**config.mk**
```make
export PLATFORM = sky130hd
export DESIGN_NAME = clap_sound_gen
export DESIGN_NICKNAME = d
export VERILOG_FILES = /design/src/rtl/clap_sound_gen.sv
export SDC_FILE = /design/constraint.sdc
export NUM_CORES = 1
export LEC_CHECK = 0
export ABC_AREA = 1
export BUFFER_PORTS_ARGS = -buffer_cell sky130_fd_sc_hd__clkbuf_2
export CORE_UTILIZATION = 60
export DETAILED_ROUTE_END_ITERATION = 6
export GPL_ROUTABILITY_DRIVEN = 0
export PLACE_DENSITY = 0.89
export SYNTH_ARGS = -nofsm -noshare
export SYNTH_HDL_FRONTEND = slang
export SYNTH_SLANG_ARGS = --single-unit
```
**constraint.sdc**
```tcl
create_clock -name clk -period 4.83 [get_ports clk]
set_input_delay 0.966 -clock clk [delete_from_list [all_inputs] [get_ports clk]]
set_output_delay 0.966 -clock clk [all_outputs]
set_load 0.02 [all_outputs]
```
**src/rtl/clap_sound_gen.sv**
```systemverilog
// Clap burst synthesizer: decaying LFSR-noise bursts separated by silent gaps, streamed over valid/ready.
// Optional macro CLAP_ATTACK_EN adds an 8-sample attack ramp at the start of each burst.
module clap_sound_gen #(
  parameter int SAMPLE_W     = 16,
  parameter int CLAP_LEN     = 4800,
  parameter int DECAY_PERIOD = 600,
  parameter int GAP_LEN      = 2400
) (
  input  logic                clk,
  input  logic                reset,
  input  logic                trigger,
  input  logic [1:0]          num_claps,
  input  logic                sample_ready,
  output logic                sample_valid,
  output logic [SAMPLE_W-1:0] sample_out,
  output logic                busy,
  output logic                done
);

  localparam int IDX_W = $clog2(CLAP_LEN + 1);
  localparam int GAP_W = $clog2(GAP_LEN + 1);
  localparam int DEC_W = $clog2(DECAY_PERIOD + 1);
  localparam int SH_W  = $clog2(SAMPLE_W);

  typedef enum logic [1:0] {IDLE = 2'd0, BURST = 2'd1, GAP = 2'd2} state_t;

  state_t              state_r, state_s;
  logic [15:0]         lfsr_r, lfsr_s, lfsr_adv_s;
  logic [IDX_W-1:0]    idx_r, idx_s;
  logic [GAP_W-1:0]    gap_r, gap_s;
  logic [DEC_W-1:0]    dec_r, dec_s;
  logic [SH_W-1:0]     dsh_r, dsh_s;
  logic [1:0]          claps_r, claps_s;
  logic                valid_s, busy_s, done_s, xfer_s, dec_en_s;
  logic [SAMPLE_W-1:0] out_s;

  function automatic logic [SAMPLE_W-1:0] shape(input logic [15:0] l, input logic [SH_W-1:0] sh);
    logic signed [SAMPLE_W-1:0] s;
    s = l[15 -: SAMPLE_W];
    return s >>> sh;
  endfunction

`ifdef CLAP_ATTACK_EN
  localparam logic [SH_W-1:0] START_SH = SH_W'(3);
  assign dec_en_s = (idx_r >= IDX_W'(8));

  function automatic logic [SH_W-1:0] burst_shift(input logic [IDX_W-1:0] idx, input logic [SH_W-1:0] dsh);
    return (idx < IDX_W'(8)) ? SH_W'(2'd3 - idx[2:1]) : dsh;
  endfunction
`else
  localparam logic [SH_W-1:0] START_SH = SH_W'(0);
  assign dec_en_s = 1'b1;

  function automatic logic [SH_W-1:0] burst_shift(input logic [IDX_W-1:0] idx, input logic [SH_W-1:0] dsh);
    return (idx == idx) ? dsh : dsh;
  endfunction
`endif

  assign xfer_s     = sample_valid && sample_ready;
  assign lfsr_adv_s = {lfsr_r[14:0], lfsr_r[15] ^ lfsr_r[13] ^ lfsr_r[12] ^ lfsr_r[10]};

  // State and datapath registers; everything holds unless the next-state logic changes it.
  always_ff @(posedge clk) begin
    if (reset) begin
      state_r      <= IDLE;
      lfsr_r       <= 16'hACE1;
      idx_r        <= '0;
      gap_r        <= '0;
      dec_r        <= '0;
      dsh_r        <= '0;
      claps_r      <= 2'd0;
      sample_valid <= 1'b0;
      sample_out   <= '0;
      busy         <= 1'b0;
      done         <= 1'b0;
    end else begin
      state_r      <= state_s;
      lfsr_r       <= lfsr_s;
      idx_r        <= idx_s;
      gap_r        <= gap_s;
      dec_r        <= dec_s;
      dsh_r        <= dsh_s;
      claps_r      <= claps_s;
      sample_valid <= valid_s;
      sample_out   <= out_s;
      busy         <= busy_s;
      done         <= done_s;
    end
  end

  // Next-state and next-output logic; a stall (no transfer) leaves every default untouched.
  always_comb begin
    state_s = state_r;
    lfsr_s  = lfsr_r;
    idx_s   = idx_r;
    gap_s   = gap_r;
    dec_s   = dec_r;
    dsh_s   = dsh_r;
    claps_s = claps_r;
    valid_s = sample_valid;
    out_s   = sample_out;
    busy_s  = busy;
    done_s  = 1'b0;
    case (state_r)
      IDLE: begin
        valid_s = 1'b0;
        // The done cycle still counts as the tail of the previous sequence.
        if (trigger && !done) begin
          claps_s = (num_claps == 2'd0) ? 2'd1 : num_claps;
          state_s = BURST;
          busy_s  = 1'b1;
          valid_s = 1'b1;
          idx_s   = '0;
          dec_s   = '0;
          dsh_s   = '0;
          out_s   = shape(lfsr_r, START_SH);
        end else begin
          busy_s  = 1'b0;
        end
      end
      BURST: begin
        if (xfer_s) begin
          lfsr_s = lfsr_adv_s;
          if (idx_r == IDX_W'(CLAP_LEN - 1)) begin
            out_s = '0;
            if (claps_r > 2'd1) begin
              claps_s = claps_r - 2'd1;
              state_s = GAP;
              gap_s   = '0;
            end else begin
              state_s = IDLE;
              valid_s = 1'b0;
              busy_s  = 1'b0;
              done_s  = 1'b1;
            end
          end else begin
            idx_s = idx_r + IDX_W'(1);
            if (dec_en_s && (dec_r == DEC_W'(DECAY_PERIOD - 1))) begin
              dec_s = '0;
              dsh_s = (dsh_r == SH_W'(SAMPLE_W - 1)) ? dsh_r : dsh_r + SH_W'(1);
            end else if (dec_en_s) begin
              dec_s = dec_r + DEC_W'(1);
            end else begin
              dec_s = dec_r;
            end
            out_s = shape(lfsr_adv_s, burst_shift(idx_s, dsh_s));
          end
        end else begin
          lfsr_s = lfsr_r;
        end
      end
      GAP: begin
        if (xfer_s && (gap_r == GAP_W'(GAP_LEN - 1))) begin
          state_s = BURST;
          idx_s   = '0;
          dec_s   = '0;
          dsh_s   = '0;
          out_s   = shape(lfsr_r, START_SH);
        end else if (xfer_s) begin
          gap_s   = gap_r + GAP_W'(1);
        end else begin
          gap_s   = gap_r;
        end
      end
      default: begin
        state_s = IDLE;
        valid_s = 1'b0;
        busy_s  = 1'b0;
        out_s   = '0;
      end
    endcase
  end

endmodule

```
# == After elaboration in Yosys (flattened, before gate mapping) ==
# Index checks and enable logic that the tools add are counted.
# totals
ff_bits,77
out_inout_bits,19
inputBits,6
# op_classes
eq_ne,15
n_bitwise,7
n_shift,1
add_sub_neg,5
magnitude_cmp,1
muxes,50
reduce_logical,17
# ops
operator,n
16-bit 2-to-1 mux,4
12-bit 2-to-1 mux,5
13-bit 2-to-1 mux,4
10-bit 2-to-1 mux,5
16-bit case mux with 3 select lines,1
13-bit case mux with 3 select lines,1
4-bit 2-to-1 mux,9
10-bit case mux with 3 select lines,1
12-bit case mux with 2 select lines,1
2-bit 2-to-1 mux,10
"2-bit inequality test, second input constant",9
16-bit by 4-bit >>> shifter with 16-bit output,1
"13-bit by 1-bit adder with 13-bit output, second input constant",1
"13-bit equality test, second input constant",1
"12-bit by 1-bit adder with 12-bit output, second input constant",1
"12-bit equality test, second input constant",1
4-bit case mux with 3 select lines,1
"10-bit by 1-bit adder with 10-bit output, second input constant",1
"10-bit equality test, second input constant",1
5-bit AND reduction,2
4-bit AND reduction,2
2-bit case mux with 3 select lines,1
6-bit AND reduction,1
1-bit 2-to-1 mux,5
other kinds (18),27

# == Longest topological paths before layout ==
# Gate-level depths: netlist (run 1).
# depth
depth_word,10
depth_mapped,17

# == Worst setup path after synthesis (run 1) ==
# Ideal clock, no wire load.
# synth_timing
path_kind,input to register
start,input sample_ready
end,register dec_r[8]
t_arrival_ns,2.245
path_slack_ns,2.463
cell_stages,12
setup_ns,0.121
required_ns,4.709
cell_sequence,nand2_1 inv_1 nand3_1 nand2_1 nand2_2 nor2_8 o211ai_4 buf_6 nor3_2 nand2_1 nor2_1 nor3_1
# synth_via
elab_chain_cells,4
elab_cells_between_ends,5
# synth_rtl
element,line,text
"start, declared",13,"input logic sample_ready,"
1-bit logical AND (*),59,assign xfer_s = sample_valid && sample_ready;
1-bit logical AND,153,if (xfer_s && (gap_r == GAP_W'(GAP_LEN - 1))) begin
2-bit inequality test (no line),--,
5-bit AND reduction (no line) (*),--,
"end signal, assigned",81,dec_r <= dec_s;
"end, declared",31,"logic [DEC_W-1:0] dec_r, dec_s;"
# Every way passes the cells marked *; elsewhere a longest branch is shown, timed or not.
# A chain may end at the register's enable or synchronous reset.

# == Worst setup path after layout (run 1) ==
# layout_timing
start,register state_r[0]
end,register dec_r[4]
# layout_via
elab_chain_cells,3
elab_cells_between_ends,10
# layout_rtl
element,line,text
"start, declared",27,"state_t state_r, state_s;"
"start signal, assigned",77,state_r <= state_s;
2-bit by 1-bit equality test with 1-bit output (tied with other cells),104,case (state_r)
2-bit inequality test (no line) or 3-bit nonzero test (tied branches),--,
5-bit AND reduction (no line),--,
# Several ways; a longest one is shown, not always the timed one.

==> run_results.csv, run 1 <==
group,metric,value,unit
run_status,status,"finished, final reports clean",
synth,synth_compound_area_share,14.8,%
global_routing,overflow,0,
clock_network,ctsHoldBuffers,0,
layout,post-route-util,67.8,%
drt,wl_met2,5480,µm
clock_network,cts.clk_slew.worst_paths,80,ps
drt,wl_per_cell,14.5,µm
setup_path,crit_buf_inv,3,
drt,wl_met3,789,µm
drt,drc_errors,0,
synth,netlist-cell-type-count,44,
layout,seq_area,1540,µm²
setup_path,path_common_cell,"inv_2",
timing,hold_violations,0,
setup_path,crit_required,5130,ps
synth,synth_edf_count,0,
timing,final.setup.tns,0,ps
drt,wirelength,11700,µm
pwr,swShare,31.4,%
timing,tightest_slew,958,ps
clock_network,cts_made_buffers,9,
synth,yosysMostFrequentCell,"nand2_1",
synth,ys_top_cells_by_area,"dfxtp_1, nand2_1, nand3_1, a21oi_1, inv_1",
pwr,p_clk_share,35.6,%
synth,syn_avg_cell_area,6.79,µm²
timing,finClkSkew,13.5,ps
global_routing,grt_max_degree,34,
setup_path,cp.arrival,3480,ps
clock_network,post_cts_resize_count,0,
run,cap_viol_max_count,0,
clock_network,cts_root_buf,"clkbuf_8",
timing,period_share,65.8,%
global_routing,grt_antenna_before_repair,0,
drt,drtPass1Iterations,6,
synth,ys_top_cells_by_count,"nand2_1, nand3_1, dfxtp_1, a21oi_1, inv_1",
drt,viasPerCell,5.88,
setup_path,cp_max_fo,31,
synth,synth_mux_area_share,0,%
drt,vias,4712,
clock_network,cts_setup_buffers,0,
floorplanning,ios,25,
layout,final.fill_count,585,
floorplanning,rows,31,
pwr,p_per_area,331,nW/µm²
pwr,vdd_drop_max,0.000371,V
placed_design,hpwl,8210,µm
pwr,power_frac_comb,22.2,%
synth,yosys.area_share.simple,39.7,%
floorplanning,start_util,63.2,%
setup_path,cp_top_family,"compound AO/OA/AOI/OAI gates",
pwr,p_int,1130,µW
drt,drt_iter0_markers,547,
floorplanning,die_width,90.1,µm
synth,synth_top_family_by_area,"simple AND/OR/NAND/NOR gates",
setup_path,worstSetupStartpointType,"flip-flop",
pwr,seq_power_share,42.2,%
setup_path,worstSetupEndpointType,"flip-flop",
synth,synth_xor_area_share,2.82,%
layout,stdcell_area,5000,µm²
global_routing,grt_pass1_vias,4416,
floorplanning,core,7370,µm²
clock_network,clock_latency,360,ps
clock_network,htree_num_levels,3,
synth,ys_seq_area_share,33.1,%
timing,maxSlewHeadroom,35.8,%
placed_design,dpl.cell_count,785,
setup_path,slowest_stage,"o211ai_4",
synth,synth_top_cell_by_area,"dfxtp_1",
setup_path,critPathKind,"flip-flop to flip-flop",
synth,synthAdderAreaFrac,1.34,%
layout,drive_gt1_share,14.5,%
synth,netlist.area_leader.share,33.1,%
placed_design,detailed_place.area,4760,µm²
setup_path,crit_chain,"inv_2 -> nor2_2 -> inv_2 -> o211ai_4 -> inv_2 -> o21ai_2 -> nand2_2 -> a21oi_1 -> o21a_1",
drt,final_antenna_net_count,0,
floorplanning,die_area,8120,µm²
drt,highest_layer,"met4",
timing,setup_viol,0,
pwr,p_leak,0.00206,µW
timing,maxSlewViolCount,0,
synth,synth.cell_area,4660,µm²
synth,async_flop_share,0,%
setup_path,critPathMaxStageDelay,830,ps
timing,rsz0062_at_grt,"no",
drt,wl_met1,5040,µm
layout,syn2layout_area_growth,7.28,%
timing,timing.fmax,0.314,GHz
synth,synth_fp_nets,697,
global_routing,grtUsageTotal,29.4,%
pwr,fin_total_pwr,1650,µW
layout,diodes,0,
synth,ys_ff_latch,77,
pwr,switchingPower,520,µW
global_routing,grt_pass1_wl,19700,µm
clock_network,cts_max_path_buffers,2,
floorplanning,die_y,90.1,µm
synth,ys.flop_type,"dfxtp_1",
layout,nNetsFinal,708,
timing,fin_crit,3180,ps
synth,netlist_instances,686,
synth,ys_warn_count,0,
clock_network,cts_tree,"done",
layout,final_cell_count_no_fill,801,
placed_design,port_buffers,24,
clock_network,numClockSinks,77,
worst_hold_path,min_path_type,"flip-flop to flip-flop",
layout,multi_input_area,2730,µm²
-- metrics by stage --
stage | worst slack, ps | hold WS (ps)
CTS | 1730 | 470
global placement | 1810 | 453
detailed placement | 1690 | 458
finish | 1650 | 470
floorplan | 2460 | 452
global route | 1490 | 487
-- power groups by stage --
| stage | clock [µW] | sequential (µW) | combinational [µW] |
|---|---|---|---|
| 3_5_place_dp | 0 | 711 | 358 |
| 6_report | 588 | 699 | 367 |
| 4_1_cts | 589 | 697 | 361 |
| 3_3_place_gp | 0 | 709 | 347 |
| 5_1_grt | 620 | 701 | 406 |
| 2_1_floorplan | 0 | 725 | 275 |
-- registers in the layout, indices dropped and copies added (netlist names) --
signal / flops
dec_r: 10
idx_r: 13
state_r: 2
sample_out: 16
claps_r: 2
dsh_r: 4
busy: 1
done: 1
lfsr_r: 16
gap_r: 12
-- worst min-delay path, delay by kind of cell, from the launching register on --
kind / cells / cell delay [ps]
AOI/OAI and AO/OA: 1 / 60
DFF: 1 / 310
and+or+nand+nor: 1 / 60
-- layout by cell type (no fill, tap or decap), types with 3 or more instances in the layout --
cell         n
nand2_1    205
nand3_1     86
dfxtp_1     77
a21oi_1     52
inv_1       45
nor2_1      37
clkbuf_2    24
o21ai_0     16
nor3_1      15
inv_2       14
o21ai_1     11
xor2_1      11
clkbuf_8    10
nand2_2      9
o211ai_1     9
nor2_2       7
nand4_1      6
o21a_1       6
nor4_1       5
a211oi_2     5
ha_1         5
nor3_2       4
xnor2_1      4
nor2_8       3
a211oi_1     3
o21ai_2      3
a21oi_2      3
bufinv_16    3
-- kinds of logic after synthesis --
family	Yosys count
adder cells (fa/ha/maj)	5
flip-flops	77
AO/OA/AOI/OAI	111
XOR/XNOR	15
buffers and inverters	86
AND/OR/NAND/NOR	392
-- final cells by class --
class | count | share of cell area, %
well taps | 99 | 2.48
repair buffers | 25 | 2.55
clock inverters | 4 | 1.90
inverters | 61 | 4.63
clock buffers | 12 | 2.90
flip-flops and latches | 77 | 30.8
multi-input cells | 523 | 54.7
-- layer usage --
metal	track usage, %	vias to the layer above
met3	4.31	32
met1	37.2	2185
met2	48.7	199
li1	-	2296
met4	14.9	0
met5	0	-
-- worst paths after layout --
check                         startpoint  slack, ps  cells past startpoint                          end
max              state_r[0]$_SDFFE_PP0P_       1650                      9        dec_r[4]$_SDFFE_PP0P_
min          sample_out[13]$_SDFFE_PP0P_        470                      2  sample_out[13]$_SDFFE_PP0P_
max reg2reg      state_r[0]$_SDFFE_PP0P_       1650                      9        dec_r[4]$_SDFFE_PP0P_
min reg2reg  sample_out[13]$_SDFFE_PP0P_        470                      2  sample_out[13]$_SDFFE_PP0P_
No activity file was read; power rests on OpenSTA's default activity.
==> inputs of run 2 (changes only) <==
==> constraint.sdc (replaced) <==
create_clock -name clk -period 3.3 [get_ports clk]
set_input_delay 0.66 -clock clk [delete_from_list [all_inputs] [get_ports clk]]
set_output_delay 0.66 -clock clk [all_outputs]
set_load 0.02 [all_outputs]
==> run_results.csv, run 2 (synthesized netlist as in run 1, its figures left out) <==
group,metric,value,unit
drt,vias,4741,
layout,nNetsFinal,714,
floorplanning,start_util,63.2,%
timing,maxSlewHeadroom,55.9,%
layout,syn2layout_area_growth,8.03,%
clock_network,htree_num_levels,3,
clock_network,cts_max_path_buffers,2,
floorplanning,die_width,90.1,µm
drt,viasPerCell,5.87,
global_routing,grt_pass1_vias,4344,
drt,wirelength,11500,µm
setup_path,worstSetupEndpointType,"flip-flop",
clock_network,clock_latency,360,ps
setup_path,critPathMaxStageDelay,590,ps
placed_design,port_buffers,24,
timing,final.setup.tns,0,ps
clock_network,cts_tree,"done",
worst_hold_path,min_path_type,"flip-flop to flip-flop",
pwr,p_int,1600,µW
floorplanning,core,7370,µm²
setup_path,worstSetupStartpointType,"flip-flop",
layout,post-route-util,68.3,%
setup_path,crit_required,3610,ps
pwr,p_leak,0.00208,µW
clock_network,cts_setup_buffers,0,
global_routing,use_met3,5.16,%
pwr,swShare,33.1,%
setup_path,crit_cells,10,
clock_network,cts_made_buffers,9,
placed_design,detailed_place.area,4800,µm²
floorplanning,ios,25,
floorplanning,rows,31,
layout,reg_top3,"lfsr_r: 16 flops, sample_out: 16 flops, idx_r: 13 flops",
drt,wl_per_cell,14.2,µm
timing,period_share,77.7,%
timing,fin_crit,2560,ps
drt,drc_errors,0,
clock_network,post_cts_resize_count,0,
layout,mostFrequentLayoutCells,"nand2_1, nand3_1, dfxtp_1",
pwr,switchingPower,790,µW
pwr,p_per_area,474,nW/µm²
pwr,power_frac_comb,23.1,%
floorplanning,die_area,8120,µm²
global_routing,gr-usage-met1,36.6,%
floorplanning,die_y,90.1,µm
setup_path,slowest_stage,"o211ai_4",
drt,final_antenna_net_count,0,
timing,timing.fmax,0.390,GHz
timing,maxSlewViolCount,0,
timing,setup_viol,0,
global_routing,grtUsageTotal,29.1,%
timing,tightest_slew,659,ps
global_routing,overflow,0,
clock_network,cts_root_buf,"clkbuf_8",
setup_path,path_common_cell,"inv_2",
timing,fin_hold_ws,466,ps
global_routing,grt_antenna_before_repair,0,
setup_path,critPathKind,"flip-flop to flip-flop",
layout,final.fill_count,610,
layout,layout_commonest_cell,"nand2_1",
clock_network,cts.clk_slew.worst_paths,90,ps
pwr,seq_power_share,42.8,%
run,cap_viol_max_count,0,
global_routing,grt_use_met2,48.8,%
setup_path,cp.arrival,2880,ps
global_routing,grt_pass1_wl,19400,µm
run_status,status,"finished, final reports clean",
drt,drtPass1Iterations,6,
setup_path,reg2reg_depth,10,
global_routing,busiest_layer,"met2",
setup_path,cp_max_fo,20,
layout,diodes,0,
global_routing,grt_max_degree,33,
pwr,fin_total_pwr,2390,µW
clock_network,ctsHoldBuffers,0,
worst_hold_path,hold-path-cell-count,2,
clock_network,numClockSinks,77,
drt,drt_iter0_markers,436,
timing,rsz0062_at_grt,"no",
setup_path,crit_buf_inv,4,
pwr,p_clk_share,34.1,%
placed_design,hpwl,8070,µm
setup_path,crit_chain,"inv_2 -> nor2_2 -> buf_4 -> inv_2 -> o211ai_4 -> inv_2 -> o21ai_2 -> nand2_2 -> a21oi_1 -> o21a_1",
pwr,vdd_drop_max,0.000488,V
timing,hold_violations,0,
layout,stdcell_area,5030,µm²
timing,finClkSkew,11.2,ps
setup_path,cp_top_family,"compound AO/OA/AOI/OAI gates",
layout,drive_gt1_share,15.5,%
==> run 2: power by group through the flow <==
stage / Clock, µW / Combinational (µW) / Sequential [µW]
2_1_floorplan: 0 / 403 / 1060
3_3_place_gp: 0 / 518 / 1040
3_5_place_dp: 0 / 531 / 1040
4_1_cts: 820 / 539 / 1020
5_1_grt: 863 / 611 / 1030
6_report: 814 / 551 / 1020
==> run 2: metal layers <==
layer | part of all wire (%) | wire (µm)
met1 | 42 | 4860
met2 | 47 | 5370
met3 | 8.0 | 920
met4 | 2.9 | 333
met5 | 0 | 0
==> run 2: metrics by stage <==
stage,worst slack (ps),cells
after floorplan,1240,686
after global placement,724,791
after detailed placement,638,791
after CTS,750,807
after global routing,572,807
final,735,807
==> run 2: area by class of cell <==
class / count / area, µm² / share of cell area, %
multi-input cells: 523 / 2730 / 54.3
flip-flops and latches: 77 / 1540 / 30.6
inverters: 61 / 231 / 4.60
repair buffers: 31 / 173 / 3.43
clock buffers: 10 / 138 / 2.73
well taps: 99 / 124 / 2.46
clock inverters: 6 / 92.6 / 1.84
==> run 2: path summary, 6_finish.rpt <==
| path | endpoint | from | slack (ps) |
|---|---|---|---|
| min reg2reg | sample_out[13]$_SDFFE_PP0P_ | sample_out[13]$_SDFFE_PP0P_ | 470 |
| min | sample_out[13]$_SDFFE_PP0P_ | sample_out[13]$_SDFFE_PP0P_ | 470 |
| max | dec_r[4]$_SDFFE_PP0P_ | state_r[0]$_SDFFE_PP0P_ | 740 |
| max reg2reg | dec_r[4]$_SDFFE_PP0P_ | state_r[0]$_SDFFE_PP0P_ | 740 |
==> run 2: worst reg2reg max path, delay by kind of cell, from the launching register on <==
| kind | cells | cell delay, ps |
|---|---|---|
| AND/OR/NAND/NOR | 2 | 270 |
| AO/OA/AOI/OAI | 4 | 1010 |
| buffers and inverters | 4 | 780 |
| flip-flops | 1 | 470 |
==> inputs of run 3 (changes only) <==
==> constraint.sdc (replaced) <==
create_clock -name clk -period 2.6 [get_ports clk]
set_input_delay 0.52 -clock clk [delete_from_list [all_inputs] [get_ports clk]]
set_output_delay 0.52 -clock clk [all_outputs]
set_load 0.02 [all_outputs]
==> run_results.csv, run 3 (synthesized netlist as in run 1, its figures left out) <==
group,metric,value,unit
clock_network,cts_tree,"done",
timing,setup_viol,0,
layout,drive_gt1_share,16.6,%
setup_path,critPathKind,"flip-flop to flip-flop",
drt,wirelength,11700,µm
layout,mostFrequentLayoutCells,"nand2_1, nand3_1, dfxtp_1",
timing,period_share,92.8,%
layout,final.fill_count,583,
layout,multi_input_area,2750,µm²
placed_design,dpl.cell_count,794,
setup_path,crit_chain,"ha_1 -> nand3_2 -> o21ai_2 -> nor2_2 -> nor2_2 -> buf_4 -> nand3_1 -> o21ai_1 -> nand2_1 -> nand3_1 -> nand3_1 -> nand2_1 -> a21oi_1",
clock_network,ctsHoldBuffers,0,
timing,hold_violations,0,
global_routing,grt_pass1_wl,19700,µm
setup_path,reg2reg_depth,13,
drt,vias,4855,
pwr,p_per_area,577,nW/µm²
layout,reg_top3,"lfsr_r: 16 flops, sample_out: 16 flops, idx_r: 13 flops",
drt,drt_iter0_markers,617,
timing,fin_hold_ws,465,ps
run,cap_viol_max_count,0,
clock_network,cts_root_buf,"clkbuf_8",
floorplanning,die_y,90.1,µm
setup_path,path_common_cell,"nand3_1",
clock_network,clock_latency,360,ps
global_routing,grt_pass1_vias,4379,
layout,seq_area,1540,µm²
pwr,p_leak,0.00211,µW
setup_path,slowest_stage,"dfxtp_1",
layout,diodes,0,
placed_design,port_buffers,24,
setup_path,worstSetupStartpointType,"flip-flop",
drt,wl_per_cell,14.3,µm
layout,layout_commonest_cell,"nand2_1",
layout,syn2layout_area_growth,9.51,%
setup_path,cp.arrival,2650,ps
layout,nNetsFinal,724,
floorplanning,rows,31,
drt,drc_errors,4,
clock_network,htree_num_levels,3,
layout,final_cell_count_no_fill,817,
clock_network,cts_made_buffers,9,
floorplanning,die_width,90.1,µm
setup_path,rrSetupSlack,190,ps
global_routing,overflow,0,
global_routing,grt_max_degree,33,
setup_path,cp_max_fo,6,
setup_path,critPathMaxStageDelay,460,ps
floorplanning,ios,25,
pwr,vdd_drop_max,0.000392,V
clock_network,cts_max_path_buffers,2,
timing,fin_crit,2410,ps
floorplanning,core,7370,µm²
setup_path,r2r-end,"sample_out[0]$_SDFFE_PP0P_",
drt,viasPerCell,5.94,
clock_network,numClockSinks,77,
run_status,violations,"DRC",
floorplanning,start_util,63.2,%
worst_hold_path,min_path_type,"flip-flop to flip-flop",
worst_hold_path,hold-path-cell-count,2,
drt,drtPass1Iterations,7,
setup_path,worstSetupEndpointType,"flip-flop",
global_routing,grt_antenna_before_repair,0,
worst_hold_path,hold_path_end,"sample_out[2]$_SDFFE_PP0P_",
worst_hold_path,holdCritStartpoint,"sample_out[2]$_SDFFE_PP0P_",
setup_path,crit_required,2840,ps
timing,maxSlewHeadroom,64.9,%
timing,tightest_slew,526,ps
drt,final_antenna_net_count,0,
clock_network,cts.clk_slew.worst_paths,80,ps
setup_path,r2r-start,"dsh_r[1]$_SDFFE_PP0P_",
placed_design,hpwl,8030,µm
global_routing,grtUsageTotal,29.4,%
floorplanning,die_area,8120,µm²
timing,maxSlewViolCount,0,
timing,finClkSkew,7.82,ps
run_status,status,"finished, violations left",
timing,timing.fmax,0.414,GHz
run 3: cell count changes in the layout (fill, tap and decap cells not counted), sizes merged:
cell,previous run,this run
clkinv,1,2
inv,62,61
buf,7,16
bufinv,2,1
clkbuf,34,35
nor2,49,50
run 3: worst max-delay path, delay by kind of cell (launching register included):
family | cells | cell delay (ps)
AOI/OAI and AO/OA | 3 | 400
buffers and inverters | 1 | 190
adders and majority gates | 1 | 310
and+or+nand+nor | 8 | 910
DFF | 1 | 460
run 3: metal layers:
layer  part of all wire [%]  track usage [%]
met3                    7.5             4.40
met2                     46             47.8
met5                      0                0
met4                    4.5             17.3
met1                     42             36.7
run 3: how the worst max path moves through the flow:
| stage | startpoint | end | slack [ps] | cells after the start |
|---|---|---|---|---|
| after floorplan | dsh_r[1]$_SDFFE_PP0P_ | sample_out[11]$_SDFFE_PP0P_ | 640 | 15 |
| after global placement | sample_ready | dec_r[4]$_SDFFE_PP0P_ | 310 | 13 |
| after detailed placement | dsh_r[1]$_SDFFE_PP0P_ | sample_out[2]$_SDFFE_PP0P_ | 240 | 12 |
| after CTS | dsh_r[1]$_SDFFE_PP0P_ | sample_out[14]$_SDFFE_PP0P_ | 210 | 14 |
| after global routing | dsh_r[1]$_SDFFE_PP0P_ | sample_out[7]$_SDFFE_PP0P_ | -20 | 14 |
| final | dsh_r[1]$_SDFFE_PP0P_ | sample_out[0]$_SDFFE_PP0P_ | 190 | 13 |
run 3: area by class of cell:
type	count	area share, %
Clock inverter	5	1.15
Timing Repair Buffer	40	4.95
Multi-Input combinational cell	524	53.9
Clock buffer	11	2.77
Inverter	61	4.54
Sequential cell	77	30.2
Tap cell	99	2.43
run 3: report_power, final:
group	switching, µW	internal, µW
clock network	467	472
logic	489	223
registers	55.8	1240
run 3: timing repair:
action / 4_1_cts / 5_1_grt
buffers inserted: 0 / 6
resized for setup: 0 / 2
setup endpoints to repair: 0 / 12
run 3: stage by stage:
step           power, µW  TNS (ps)  utilization, %  setup slack [ps]  cell area, µm²
2_1_floorplan       1860         0               -               637            4660
3_3_place_gp        1980         0            65.5               309            4830
3_5_place_dp        2000         0            65.5               240            4830
4_1_cts             2920         0            68.2               205            5030
5_1_grt             3080     -16.0            69.2             -16.0            5100
6_report            2950         0            69.2               187            5100
